File: src/rtl/ysyx_24100012_partial_load.sv
// Partial-word load unit: issues one word read per load, extracts/extends LB/LH/LW/LBU/LHU.
// Latency: accept N, mem_req N+1, rsp_valid one cycle after rvalid; illegal requests respond at N+1.
module ysyx_24100012_partial_load #(
    parameter int ADDR_WIDTH = 32,
    parameter int DATA_WIDTH = 32,
    parameter int TIMEOUT    = 255
) (
    input  logic                  clk,
    input  logic                  rst,
    input  logic                  ld_valid,
    output logic                  ld_ready,
    input  logic [2:0]            func3,
    input  logic [ADDR_WIDTH-1:0] addr,
    output logic                  mem_req,
    input  logic                  mem_gnt,
    output logic [ADDR_WIDTH-1:0] mem_addr,
    output logic [DATA_WIDTH-1:0] mem_len,
    input  logic                  mem_rvalid,
    input  logic [DATA_WIDTH-1:0] mem_rdata,
    output logic                  rsp_valid,
    input  logic                  rsp_ready,
    output logic [DATA_WIDTH-1:0] rsp_data,
    output logic                  rsp_err
);

    localparam int CW = (TIMEOUT < 2) ? 1 : $clog2(TIMEOUT + 1);
    localparam logic [CW-1:0] TMO_LAST = CW'(TIMEOUT - 1);

    typedef enum logic [1:0] {S_IDLE, S_REQ, S_WAIT, S_RESP} state_t;

    state_t                  state, next_state;
    logic [2:0]              func3_q;
    logic [ADDR_WIDTH-1:0]   addr_q;
    logic [CW-1:0]           cnt;
    logic [DATA_WIDTH-1:0]   data_q;
    logic                    err_q;
    logic                    illegal;
    logic [7:0]              byte_v;
    logic [15:0]             half_v;
    logic [DATA_WIDTH-1:0]   loaded;

    always_comb begin
        illegal = 1'b0;
        case (func3)
            3'b000, 3'b100: illegal = 1'b0;
            3'b001, 3'b101: illegal = addr[0];
            3'b010:         illegal = |addr[1:0];
            default:        illegal = 1'b1;
        endcase
    end

    always_comb begin
        byte_v = mem_rdata[{addr_q[1:0], 3'b000} +: 8];
        half_v = mem_rdata[{addr_q[1], 4'b0000} +: 16];
        case (func3_q)
            3'b000:  loaded = {{(DATA_WIDTH-8){byte_v[7]}}, byte_v};
            3'b100:  loaded = {{(DATA_WIDTH-8){1'b0}}, byte_v};
            3'b001:  loaded = {{(DATA_WIDTH-16){half_v[15]}}, half_v};
            3'b101:  loaded = {{(DATA_WIDTH-16){1'b0}}, half_v};
            default: loaded = mem_rdata;
        endcase
    end

    always_ff @(posedge clk) begin
        if (rst) state <= S_IDLE;
        else     state <= next_state;
    end

    always_comb begin
        next_state = state;
        case (state)
            S_IDLE: if (ld_valid) next_state = illegal ? S_RESP : S_REQ;
            S_REQ:  if (mem_gnt) next_state = S_WAIT;
            S_WAIT: if (mem_rvalid || cnt == TMO_LAST) next_state = S_RESP;
            S_RESP: if (rsp_ready) next_state = S_IDLE;
            default: next_state = S_IDLE;
        endcase
    end

    // rvalid takes priority over the final timeout cycle
    always_ff @(posedge clk) begin
        if (rst) begin
            func3_q <= 3'b000;
            addr_q  <= '0;
            cnt     <= '0;
            data_q  <= '0;
            err_q   <= 1'b0;
        end else begin
            case (state)
                S_IDLE: if (ld_valid) begin
                    func3_q <= func3;
                    addr_q  <= addr;
                    data_q  <= '0;
                    err_q   <= illegal;
                end
                S_REQ: if (mem_gnt) cnt <= '0;
                S_WAIT: if (mem_rvalid) begin
                    data_q <= loaded;
                    err_q  <= 1'b0;
                end else begin
                    cnt <= cnt + CW'(1);
                    if (cnt == TMO_LAST) begin
                        data_q <= '0;
                        err_q  <= 1'b1;
                    end
                end
                default: ;
            endcase
        end
    end

    always_comb begin
        ld_ready  = !rst && (state == S_IDLE);
        mem_req   = !rst && (state == S_REQ);
        rsp_valid = !rst && (state == S_RESP);
        mem_addr  = mem_req ? {addr_q[ADDR_WIDTH-1:2], 2'b00} : '0;
        mem_len   = '0;
        if (mem_req) begin
            case (func3_q[1:0])
                2'b00:   mem_len = DATA_WIDTH'(1);
                2'b01:   mem_len = DATA_WIDTH'(2);
                default: mem_len = DATA_WIDTH'(4);
            endcase
        end
        rsp_data = rsp_valid ? data_q : '0;
        rsp_err  = rsp_valid && err_q;
    end

endmodule

File: config.mk
export PLATFORM = sky130hd
export DESIGN_NAME = ysyx_24100012_partial_load
export DESIGN_NICKNAME = d
export VERILOG_FILES = /design/src/rtl/ysyx_24100012_partial_load.sv
export SDC_FILE = /design/constraint.sdc
export NUM_CORES = 1
export LEC_CHECK = 0
export BUFFER_PORTS_ARGS = -buffer_cell sky130_fd_sc_hd__buf_2
export CORE_ASPECT_RATIO = 1.2
export CORE_MARGIN = 1.5
export CORE_UTILIZATION = 49
export DETAILED_ROUTE_END_ITERATION = 7
export PLACE_DENSITY = 0.8
export SYNTH_ARGS = -nofsm -noshare
export SYNTH_HDL_FRONTEND = slang
export SYNTH_SLANG_ARGS = --single-unit
File: constraint.sdc
create_clock -name clk -period 2.05 [get_ports clk]
set_input_delay 0.5125 -clock clk [delete_from_list [all_inputs] [get_ports clk]]
set_output_delay 0.5125 -clock clk [all_outputs]
set_load 0.05 [all_outputs]
==> load_flow_metrics.sql <==
INSERT INTO impl_metrics (metric_group, metric, value, unit) VALUES
('clock_tree', 'clkTransAtPathRegs', '0.09', 'ns'),
('outcome', 'failed_checks', 'setup timing', ''),
('logic_synthesis', 'synth-seq-area-share', '37.40', '%'),
('drt', 'vias', '4206', ''),
('floorplanning', 'std_cell_rows', '36', ''),
('global_route', 'gr-total-overflow', '0', ''),
('critical_path', 'worst-r2r-cell-count', '8', ''),
('global_route', 'grt_antenna_before_repair', '0', ''),
('drt', 'drt_pass1_iterations', '5', ''),
('global_route', 'grt_pass1_vias', '4114', ''),
('critical_path', 'worstSetupEndpointType', 'output port', ''),
('logic_synthesis', 'synth-warning-count', '0', ''),
('floorplanning', 'die_area', '9086', 'µm²'),
('sta', 'maxSlewHeadroom', '49.63', '%'),
('critical_path', 'cp.arrival', '1.62', 'ns'),
('final_layout', 'nFillCells', '572', ''),
('sta', 'tightest_slew', '0.7540', 'ns'),
('floorplanning', 'chipWidth', '87.27', 'µm'),
('clock_tree', 'numCtsBuffers', '9', ''),
('outcome', 'run_status', 'complete, but fails checks', ''),
('placement', 'gp_congestion', '0.8404', ''),
('floorplanning', 'die_h', '104.1', 'µm'),
('logic_synthesis', 'synth_commonest_cells', 'sky130_fd_sc_hd__nand2_1 (79), sky130_fd_sc_hd__dfxtp_1 (78), sky130_fd_sc_hd__and2_1 (64)', ''),
('logic_synthesis', 'synth-edff-count', '0', ''),
('pwr', 'power.sequential.fraction', '35.2', '%'),
('logic_synthesis', 'synthDistinctLibCells', '49', ''),
('pwr', 'p_per_area', '873.5', 'nW/µm²'),
('placement', 'dp_slack', '0.02138', 'ns'),
('logic_synthesis', 'post_synth_inst_count', '511', ''),
('sta', 'finClkSkew', '0.01155', 'ns'),
('global_route', 'first_pass_grt_wire_length', '19220', 'µm'),
('floorplanning', 'i_o_pins', '173', ''),
('drt', 'drt_iter0_drc', '186', ''),
('logic_synthesis', 'synth-async-reset-ratio', '0', '%'),
('clock_tree', 'cts_sinks', '78', ''),
('logic_synthesis', 'synth_compound_gate_area_share', '20.08', '%'),
('logic_synthesis', 'synth_top_cells_by_area', 'sky130_fd_sc_hd__dfxtp_1 (37%), sky130_fd_sc_hd__and2_1 (9.6%), sky130_fd_sc_hd__nand2_1 (7.1%)', ''),
('final_layout', 'finalNonFillerCells', '775', ''),
('sta', 'fin_crit_share', '104.1', '%'),
('pwr', 'clkPwrFrac', '23.8', '%'),
('pwr', 'pwr-share-comb', '41.0', '%'),
('final_layout', 'syn_to_final_growth', '49.63', '%'),
('logic_synthesis', 'synth.top_cell.area_share', '37.40', '%'),
('floorplanning', 'core_region_area', '8198', 'µm²'),
('final_layout', 'finalNetCount', '736', ''),
('sta', 'report.final.hold_viol_count', '0', ''),
('placement', 'dpl-instance-area', '5017', 'µm²'),
('worst_hold_path', 'timing.hold.worst.class', 'in -> reg', ''),
('logic_synthesis', 'synth.area.mux_share', '1.888', '%'),
('sta', 'final_setup_violations', '66', ''),
('final_layout', 'design_area', '6247', 'µm²'),
('logic_synthesis', 'synth_area_leader_cell', 'sky130_fd_sc_hd__dfxtp_1', ''),
('clock_tree', 'root_buffer', 'sky130_fd_sc_hd__clkbuf_8', ''),
('sta', 'rsz0062_at_grt', 'true', ''),
('sta', 'final.min_clock_period', '2.135', 'ns'),
('pwr', 'sw_frac_of_total', '39.03', '%'),
('critical_path', 'cp_max_fo', '9', ''),
('sta', 'hold_ws', '0.3873', 'ns'),
('placement', 'io_buffers', '141', ''),
('drt', 'wl', '12740', 'µm'),
('global_route', 'maximum_number_of_pins_on_one_net_before_global_route_repair', '36', ''),
('clock_tree', 'tritoncts', 'done', ''),
('clock_tree', 'cts-htree-levels', '3', ''),
('sta', 'setup_ws_final', '-0.08475', 'ns'),
('placement', 'dpl.cell_count', '747', ''),
('sta', 'timing.setup.tns', '-3.115', 'ns'),
('logic_synthesis', 'syn_area', '4175', 'µm²'),
('sta', 'maxClockFrequency', '0.4684', 'GHz'),
('placement', 'place_hpwl', '7966', 'µm'),
('sta', 'slew_violations', '0', ''),
('logic_synthesis', 'synth_most_common_cell', 'sky130_fd_sc_hd__nand2_1', '');
## worst max-delay path, stage by stage (launching register included)
cell and delay (ns):
sky130_fd_sc_hd__dfxtp_4 0.38, sky130_fd_sc_hd__ha_4 0.15, sky130_fd_sc_hd__nor2b_4 0.16, sky130_fd_sc_hd__buf_6 0.14, sky130_fd_sc_hd__buf_12 0.13, sky130_fd_sc_hd__and2_4 0.16, sky130_fd_sc_hd__buf_8 0.14
## metal layers
metal / GRT usage, % / vias up / part of all wire, %
li1: - / 1971 / -
met1: 30.58 / 1978 / 37
met2: 46.37 / 214 / 52
met3: 4.841 / 43 / 7.1
met4: 13.04 / 0 / 4.1
met5: 0 / - / 0
## sequential cells by signal, indices dropped and copies added, names as in the netlist
register,flops
addr_q,32
cnt,8
data_q,32
err_q,1
func3_q,3
state,2
## power by group through the flow
stage / Combinational [mW] / Sequential [mW] / Clock, mW
finish: 2.24 / 1.92 / 1.30
CTS: 2.08 / 1.91 / 1.30
global placement: 1.74 / 1.90 / 0
floorplan: 1.40 / 1.86 / 0
global route: 2.40 / 1.95 / 1.36
detailed placement: 1.79 / 1.91 / 0
## area by class of cell
| class | count | area, µm² | area share, % |
|---|---|---|---|
| multi-input cells | 388 | 2535 | 40.58 |
| repair buffers | 169 | 1733 | 27.74 |
| clock buffers | 9 | 123.9 | 1.983 |
| clock inverters | 7 | 98.84 | 1.582 |
| flip-flops and latches | 78 | 1569 | 25.12 |
| well taps | 114 | 142.6 | 2.283 |
| inverters | 10 | 45.04 | 0.7210 |
## cell usage in the layout, fill, tap and decap left out, types with 7 or more instances in the layout
cell type | Yosys | final
sky130_fd_sc_hd__dfxtp_1 | 78 | 76
sky130_fd_sc_hd__xnor2_1 | 7 | 7
sky130_fd_sc_hd__nor3b_1 | 7 | 7
sky130_fd_sc_hd__a21oi_1 | 47 | 46
sky130_fd_sc_hd__nand2_1 | 79 | 79
sky130_fd_sc_hd__buf_6 | 2 | 11
sky130_fd_sc_hd__buf_4 | 31 | 14
sky130_fd_sc_hd__buf_8 | 0 | 62
sky130_fd_sc_hd__nor2_1 | 22 | 22
sky130_fd_sc_hd__conb_1 | 1 | 31
sky130_fd_sc_hd__inv_1 | 10 | 8
sky130_fd_sc_hd__buf_2 | 6 | 73
sky130_fd_sc_hd__o21ai_0 | 28 | 27
sky130_fd_sc_hd__and2_4 | 0 | 63
sky130_fd_sc_hd__clkbuf_8 | 0 | 9
sky130_fd_sc_hd__a221o_2 | 10 | 10
sky130_fd_sc_hd__o2bb2ai_1 | 13 | 13
## kinds of logic (layout without fill, tap and decap cells)
family,after synthesis,count (layout)
AOI/OAI and AO/OA,123,123
xor gates and xnor gates,7,7
adders and majority gates,7,7
buffers and inverters,75,195
DFF,78,78
muxes,6,6
other,1,31
and+or+nand+nor,214,214
## final timing paths
path | start | to | slack (ns)
max | state[1] | rsp_data[13] | -0.08
min | mem_rdata[16] | data_q[16] | 0.39
max reg2reg | state[0] | data_q[25] | 0.12
min reg2reg | addr_q[11] | addr_q[11] | 0.46
## repair_timing
item / 4_1_cts / 5_1_grt
setup buffers: 6 / 0
gates resized for setup: 233 / 53
endpoints found under the setup margin: 68 / 85
pin swaps: 27 / 8
hold buffers: 0 / 0
gates cloned: 4 / 2
No activity file was read; power rests on OpenSTA's default activity.
